## config.mk

```make
export PLATFORM = sky130hd
export DESIGN_NAME = master_port_serial
export DESIGN_NICKNAME = d
export VERILOG_FILES = /design/src/rtl/master_port_serial.sv
export SDC_FILE = /design/constraint.sdc
export NUM_CORES = 1
export LEC_CHECK = 0
export ABC_AREA = 1
export ABC_CLOCK_PERIOD_IN_PS = 5100
export CAP_MARGIN = 40
export CELL_PAD_IN_SITES_DETAIL_PLACEMENT = 1
export CELL_PAD_IN_SITES_GLOBAL_PLACEMENT = 1
export CORE_ASPECT_RATIO = 1.5
export CORE_MARGIN = 2
export CORE_UTILIZATION = 36
export DETAILED_ROUTE_END_ITERATION = 7
export GPL_TIMING_DRIVEN = 1
export PLACE_DENSITY = 0.73
export SYNTH_ARGS = -nofsm -noshare
export SYNTH_HDL_FRONTEND = slang
export SYNTH_SLANG_ARGS = --single-unit
```

## constraint.sdc

```tcl
create_clock -name clk -period 5.1 [get_ports clk]
set_input_delay 1.53 -clock clk [delete_from_list [all_inputs] [get_ports clk]]
set_output_delay 1.53 -clock clk [all_outputs]
set_load 0.01 [all_outputs]
```

## src/rtl/master_port_serial.sv

```systemverilog
// Master-side serial bus port.
// Takes one parallel request from a local master and shifts the address, then
// the write data for writes, MSB-first onto wr_bus. For reads it collects
// DATA_WIDTH bits from rd_bus and returns them as one parallel response.
// Ports:
//   clk, rstn                         clock, async active-low reset
//   req_valid/req_ready/req_wr/
//   req_addr/req_wdata                 parallel request from the local master
//   rsp_valid/rsp_rdata/rsp_err        one-cycle parallel response
//   mode, wr_bus, master_valid,
//   master_ready                       serial side toward the slave
//   rd_bus, slave_ready, slave_valid,
//   split                              serial side from the slave
module master_port_serial #(
    parameter int unsigned ADDR_WIDTH = 16,
    parameter int unsigned DATA_WIDTH = 8,
    parameter int unsigned TIMEOUT    = 64
) (
    input  logic                  clk,
    input  logic                  rstn,
    input  logic                  req_valid,
    output logic                  req_ready,
    input  logic                  req_wr,
    input  logic [ADDR_WIDTH-1:0] req_addr,
    input  logic [DATA_WIDTH-1:0] req_wdata,
    output logic                  rsp_valid,
    output logic [DATA_WIDTH-1:0] rsp_rdata,
    output logic                  rsp_err,
    output logic                  mode,
    output logic                  wr_bus,
    output logic                  master_valid,
    output logic                  master_ready,
    input  logic                  rd_bus,
    input  logic                  slave_ready,
    input  logic                  slave_valid,
    input  logic                  split
);

    localparam int unsigned MAX_W = (ADDR_WIDTH > DATA_WIDTH) ? ADDR_WIDTH : DATA_WIDTH;
    localparam int unsigned CNT_W = $clog2(MAX_W + 1);
    localparam int unsigned TO_W  = $clog2(TIMEOUT + 1);

    typedef enum logic [2:0] {IDLE, ADDR, DATA, WAIT_RD, RECV, RESP} state_t;

    state_t                state, state_n;
    logic [ADDR_WIDTH-1:0] addr_sr, addr_sr_n;
    logic [DATA_WIDTH-1:0] data_sr, data_sr_n;
    logic [DATA_WIDTH-1:0] rdata_sr, rdata_sr_n;
    logic [CNT_W-1:0]      bit_cnt, bit_cnt_n;
    logic [TO_W-1:0]       to_cnt, to_cnt_n;
    logic                  wake, wake_n;
    logic                  mode_n;
    logic                  err_n;
    logic                  rx_bit;

    // A released (split) bus carries no read data even if slave_valid is high.
    assign rx_bit = slave_valid & ~split;

    // Next-state and datapath update.
    always_comb begin
        state_n    = state;
        addr_sr_n  = addr_sr;
        data_sr_n  = data_sr;
        rdata_sr_n = rdata_sr;
        bit_cnt_n  = bit_cnt;
        to_cnt_n   = to_cnt;
        wake_n     = 1'b0;
        mode_n     = mode;
        err_n      = 1'b0;

        case (state)
            IDLE: begin
                if (req_valid) begin
                    addr_sr_n  = req_addr;
                    data_sr_n  = req_wdata;
                    rdata_sr_n = '0;
                    mode_n     = req_wr;
                    bit_cnt_n  = '0;
                    to_cnt_n   = '0;
                    wake_n     = 1'b1;
                    state_n    = ADDR;
                end
            end
            ADDR: begin
                // The first ADDR cycle only wakes the slave; no shift, no abort.
                if (!wake) begin
                    if (!slave_ready) begin
                        state_n = RESP;
                        err_n   = 1'b1;
                    end else begin
                        addr_sr_n = {addr_sr[ADDR_WIDTH-2:0], 1'b0};
                        if (bit_cnt == CNT_W'(ADDR_WIDTH - 1)) begin
                            bit_cnt_n = '0;
                            state_n   = mode ? DATA : WAIT_RD;
                        end else begin
                            bit_cnt_n = bit_cnt + CNT_W'(1);
                        end
                    end
                end
            end
            DATA: begin
                if (!slave_ready) begin
                    state_n = RESP;
                    err_n   = 1'b1;
                end else begin
                    data_sr_n = {data_sr[DATA_WIDTH-2:0], 1'b0};
                    if (bit_cnt == CNT_W'(DATA_WIDTH - 1)) begin
                        bit_cnt_n = '0;
                        state_n   = RESP;
                    end else begin
                        bit_cnt_n = bit_cnt + CNT_W'(1);
                    end
                end
            end
            WAIT_RD: begin
                if (rx_bit) begin
                    rdata_sr_n = {rdata_sr[DATA_WIDTH-2:0], rd_bus};
                    bit_cnt_n  = CNT_W'(1);
                    state_n    = RECV;
                end else if (to_cnt == TO_W'(TIMEOUT - 1)) begin
                    state_n = RESP;
                    err_n   = 1'b1;
                end else begin
                    to_cnt_n = to_cnt + TO_W'(1);
                end
            end
            RECV: begin
                if (rx_bit) begin
                    rdata_sr_n = {rdata_sr[DATA_WIDTH-2:0], rd_bus};
                    if (bit_cnt == CNT_W'(DATA_WIDTH - 1)) begin
                        bit_cnt_n = '0;
                        state_n   = RESP;
                    end else begin
                        bit_cnt_n = bit_cnt + CNT_W'(1);
                    end
                end else begin
                    rdata_sr_n = '0;
                    state_n    = RESP;
                    err_n      = 1'b1;
                end
            end
            RESP: begin
                mode_n  = 1'b0;
                state_n = IDLE;
            end
            default: begin
                state_n = IDLE;
            end
        endcase
    end

    // State, datapath and registered outputs (outputs track the next state).
    always_ff @(posedge clk or negedge rstn) begin
        if (!rstn) begin
            state        <= IDLE;
            addr_sr      <= '0;
            data_sr      <= '0;
            rdata_sr     <= '0;
            bit_cnt      <= '0;
            to_cnt       <= '0;
            wake         <= 1'b0;
            mode         <= 1'b0;
            req_ready    <= 1'b1;
            rsp_valid    <= 1'b0;
            rsp_rdata    <= '0;
            rsp_err      <= 1'b0;
            wr_bus       <= 1'b0;
            master_valid <= 1'b0;
            master_ready <= 1'b0;
        end else begin
            state        <= state_n;
            addr_sr      <= addr_sr_n;
            data_sr      <= data_sr_n;
            rdata_sr     <= rdata_sr_n;
            bit_cnt      <= bit_cnt_n;
            to_cnt       <= to_cnt_n;
            wake         <= wake_n;
            mode         <= mode_n;
            req_ready    <= (state_n == IDLE);
            rsp_valid    <= (state_n == RESP);
            rsp_rdata    <= (state_n == RESP) ? rdata_sr_n : '0;
            rsp_err      <= err_n;
            master_valid <= (state_n == ADDR) || (state_n == DATA);
            master_ready <= (state_n == WAIT_RD) || (state_n == RECV);
            wr_bus       <= (state_n == ADDR) ? addr_sr_n[ADDR_WIDTH-1] :
                            (state_n == DATA) ? data_sr_n[DATA_WIDTH-1] : 1'b0;
        end
    end

endmodule

```

== Word level (Yosys, flattened, before mapping) ==
Cells that the tools add are included.

* Eq/ne operators: 21
* Bitwise operators: 2
* Reductions and logical operators: 14
* $add $sub $neg: 2
* Muxes and demuxes: 48

{| class="wikitable"
|+ Operators by type and width
! operator !! count
|-
| two-way mux 16 bit || 3
|-
| two-way mux 8 bit || 6
|-
| two-way mux 5 bit || 8
|-
| case mux 16 bit (2 select lines) || 1
|-
| two-way mux 3 bit || 9
|-
| case mux 5 bit (5 select lines) || 1
|-
| case mux 8 bit (3 select lines) || 1
|-
| two-way mux 7 bit || 3
|-
| inequality test 2 bit (second input constant) || 8
|-
| case mux 8 bit (2 select lines) || 1
|-
| case mux 3 bit (5 select lines) || 1
|-
| case mux 7 bit (2 select lines) || 1
|-
| equality test 3 x 2 -> 1 bit (second input constant) || 4
|-
| equality test 3 bit (second input constant) || 4
|-
| two-way mux 1 bit || 11
|-
| AND reduction 4 bit || 2
|-
| nonzero test 2 bit || 4
|-
| adder 7 x 1 -> 7 bit (second input constant) || 1
|-
| equality test 7 x 6 -> 1 bit (second input constant) || 1
|-
| AND reduction 7 bit || 1
|-
| equality test 3 x 1 -> 1 bit (second input constant) || 2
|-
| zero test 3 bit || 2
|-
| adder 5 x 1 -> 5 bit (second input constant) || 1
|-
| equality test 5 x 3 -> 1 bit (second input constant) || 1
|-
| other kinds (9) || 10
|}

* Logic and storage cells: 104
* Register bits after elaboration: 63

== Depth between registers and ports, before layout ==
* Depth in word-level cells: 8
* Mapped depth: 16
* Gate-level depth less buffers: 16

== Worst setup path before layout ==
No wires, ideal clock.

* Path type: input -> register
* Start point: input port slave_ready
* End point: register addr_sr[1]
* Path slack: 2.561 ns
* Arrival: 2.448 ns
* Stages on the path: 4
* Setup time: 0.091 ns
* Required time: 5.009 ns
* Cells stage by stage: buf_2 -> clkbuf_1 -> nand3_1 -> o221ai_1

* Longest elaborated chain between the ends: 2

{| class="wikitable"
|+ Ends and longest elaborated chain
! element !! line !! source
|-
| start: declaration || 34 || <nowiki>input logic slave_ready,</nowiki>
|-
| inequality test 2 bit (no source line) || - ||
|-
| AND reduction 4 bit (no source line) || - ||
|-
| end signal: assignment || 172 || <nowiki>addr_sr <= addr_sr_n;</nowiki>
|-
| end: declaration || 46 || <nowiki>logic [ADDR_WIDTH-1:0] addr_sr, addr_sr_n;</nowiki>
|}

No other way between the ends.
A chain may end at the register's enable or synchronous reset.

== Final worst setup path ==
* Start point: input port slave_ready
* End point: register addr_sr[10]

Same word-level chain as after synthesis.

==> impl_metrics.yaml <==
outcome:
  outcome: "completed"
route:
  ant_nets: 0
  drc: 0
  vias: 2871
  via_per_inst: 5.03
  drt-pass1-iter-count: 4
  post_drt_wl_per_cell_um: 14.1
  first_iter_violations: 102
  wl_um: 8050
synthesis:
  syn_area_um2: 3230
  async_flop_share: 1.00
  synth_fp_nets: 441
  syn-mean-instance-area_um2: 7.97
  postSynthCellCount: 405
  synth_warnings: 0
  synth_cell_types: 31
  synth.top_cell.area_share: 0.480
  synth-edff-count: 0
  synthTopCellsByArea: "dfrtp_1, nand2_1, inv_1"
  synth_seq_cells: 63
  synth_top_area_cell: "dfrtp_1"
  ys_seq_area_frac: 0.489
  synth-main-ff-cell: "dfrtp_1"
setup_path:
  critical_path.cell_chain: "clkdlybuf4s50_1 -> o21ai_1 -> nor2_1 -> inv_1 -> nand2_1 -> o211ai_1"
  r2r_cells: 8
  crit_cells: 6
  worstSetupStartpointType: "primary input"
  cp.arrival_ns: 3.56
  crit_start: "slave_ready"
  cpPeakStageDelay_ns: 0.89
  cpMaxStageDelayCell: "clkdlybuf4s50_1"
  cp_max_fo: 18
  cp_top_family: "buffers and inverters"
  critPathKind: "in2reg"
  r2r-start: "state[2]"
  worstPathRequired_ns: 5.30
  end_kind: "register"
  worst-path-buf-inv: 2
timing:
  worst_pin_slew_ns: 0.650
  rsz0062_at_grt: "no"
  slew_violations: 0
  tns_ns: 0
  finalSetupViolCount: 0
  clock.fmax_ghz: 0.297
  worst_slack_ns: 1.73
  relSlewSlack: 0.565
  final.period_utilization: 0.660
  fin_crit_ns: 3.37
  finClkSkew_ns: 0.00732
  hold_viol_final: 0
clock_network:
  cts_tree: "done"
  worst_setup_hold_path_clk_slew_ns: 0.05
  cts_setup_buffers: 0
  numCtsBuffers: 9
  cts.sinks: 63
  clk_path_buf_depth: 2
  htreeDepth: 3
  clk_latency_ns: 0.33
  cts_resized: 0
  clock-root-buffer: "clkbuf_16"
  cts-hold-fix-buffers: 0
power_and_ir_drop:
  p_leak_nw: 2.04
  power_density_nw_per_um2: 488
  vdd_drop_max_v: 0.000292
finish:
  final_cell_mix: "nand2_1, dfrtp_1, inv_1"
  nNetsFinal: 492
  final_common_cell: "nand2_1"
  antennaDiodeCount: 0
  drive_gt1_frac: 0.0954
  area_growth_pct: 26.5
floorplanning:
  die_h_um: 120
  die_area_um2: 9760
  die_w_um: 81.3
  start_util: 0.368
  io_pins: 47
  coreArea_um2: 8780
  row_count: 42
min_path:
  hold_start: "data_sr[2]"
  holdCritPathClass: "reg2reg"
  hold_path_depth: 2
placed_design:
  port_buffers: 46
  gp_congestion: 0.816
  post-dp-hpwl_um: 6140
  place_ws_ns: 1.40
grt:
  grt_pass1_vias: 2926
  antenna_found_initial: 0
  grt_overflow: 0
  grtUsageTotal: 0.185
  grt_max_degree: 32
  grt_pass1_wl_um: 13700
flow_run:
  maxCapViolCount: 0
-- power by group --
part	switching [mW]	internal, mW
registers	0.0744	0.640
logic	0.450	0.244
clock network	0.211	0.374
-- per-stage QoR --
stage	total power [mW]	area, µm²	cells	hold WS [ns]	utilization
floorplan	1.19	3230	405	0.450	-
global placement	1.40	3780	554	0.467	0.431
detailed placement	1.43	3800	555	0.479	0.433
CTS	2.03	4090	571	0.492	0.466
global route	2.14	4090	571	0.524	0.466
finish	1.99	4090	571	0.486	0.466
-- flip-flops by register name, indices dropped and copies added, names as in the netlist, 3 cells and up --
register and cells:
rsp_rdata 8, data_sr 8, state 3, rdata_sr 8, bit_cnt 5, to_cnt 7
addr_sr 16
-- worst paths after layout --
path                            slack [ns]          end
worst max register to register        2.95  addr_sr[10]
max in group asynchronous             3.12    req_ready
worst max-delay path                  1.73  addr_sr[10]
worst min register to register        0.49   data_sr[2]
worst min-delay path                  0.49   data_sr[2]
min in group asynchronous             1.11   bit_cnt[3]
-- synthesized netlist by cell type (all sizes together) (3+ instances only) --
library cell    n
o21ai          23
ha              4
nor2           43
nand3          30
xor2            5
buf             6
nor3            3
o221ai          9
nand4           9
nand2         128
o211ai          4
inv            58
a21oi          13
dfrtp          62
-- layer usage --
layer	GRT usage	share of wire	vias up
met3	0.0316	0.029	10
met4	0.0890	0.022	0
met2	0.335	0.56	47
met5	0	0	-
met1	0.201	0.39	1420
li1	-	-	1394
-- tightest hold or removal path, cell delays in order, from the launching register on --
cell and delay (ns):
dfrtp_1 0.34, nand2_1 0.06, nand3_1 0.05
-- cells by family after synthesis --
kind of cell	after synthesis	synth area share
simple gates	213	0.298
buf+inv	68	0.0841
flops	63	0.489
compound gates	51	0.0976
xor+xnor	6	0.0163
fa+ha+maj	4	0.0155
-- cell type report --
type,instances,area (µm²)
tap,110,138
multi-input combinational,274,1380
clock buffer,11,233
sequential,63,1580
timing repair buffer,48,483
inverter,60,225
fill,1083,4690
clock inverter,5,50.0
(Power assumes the default switching activity.)
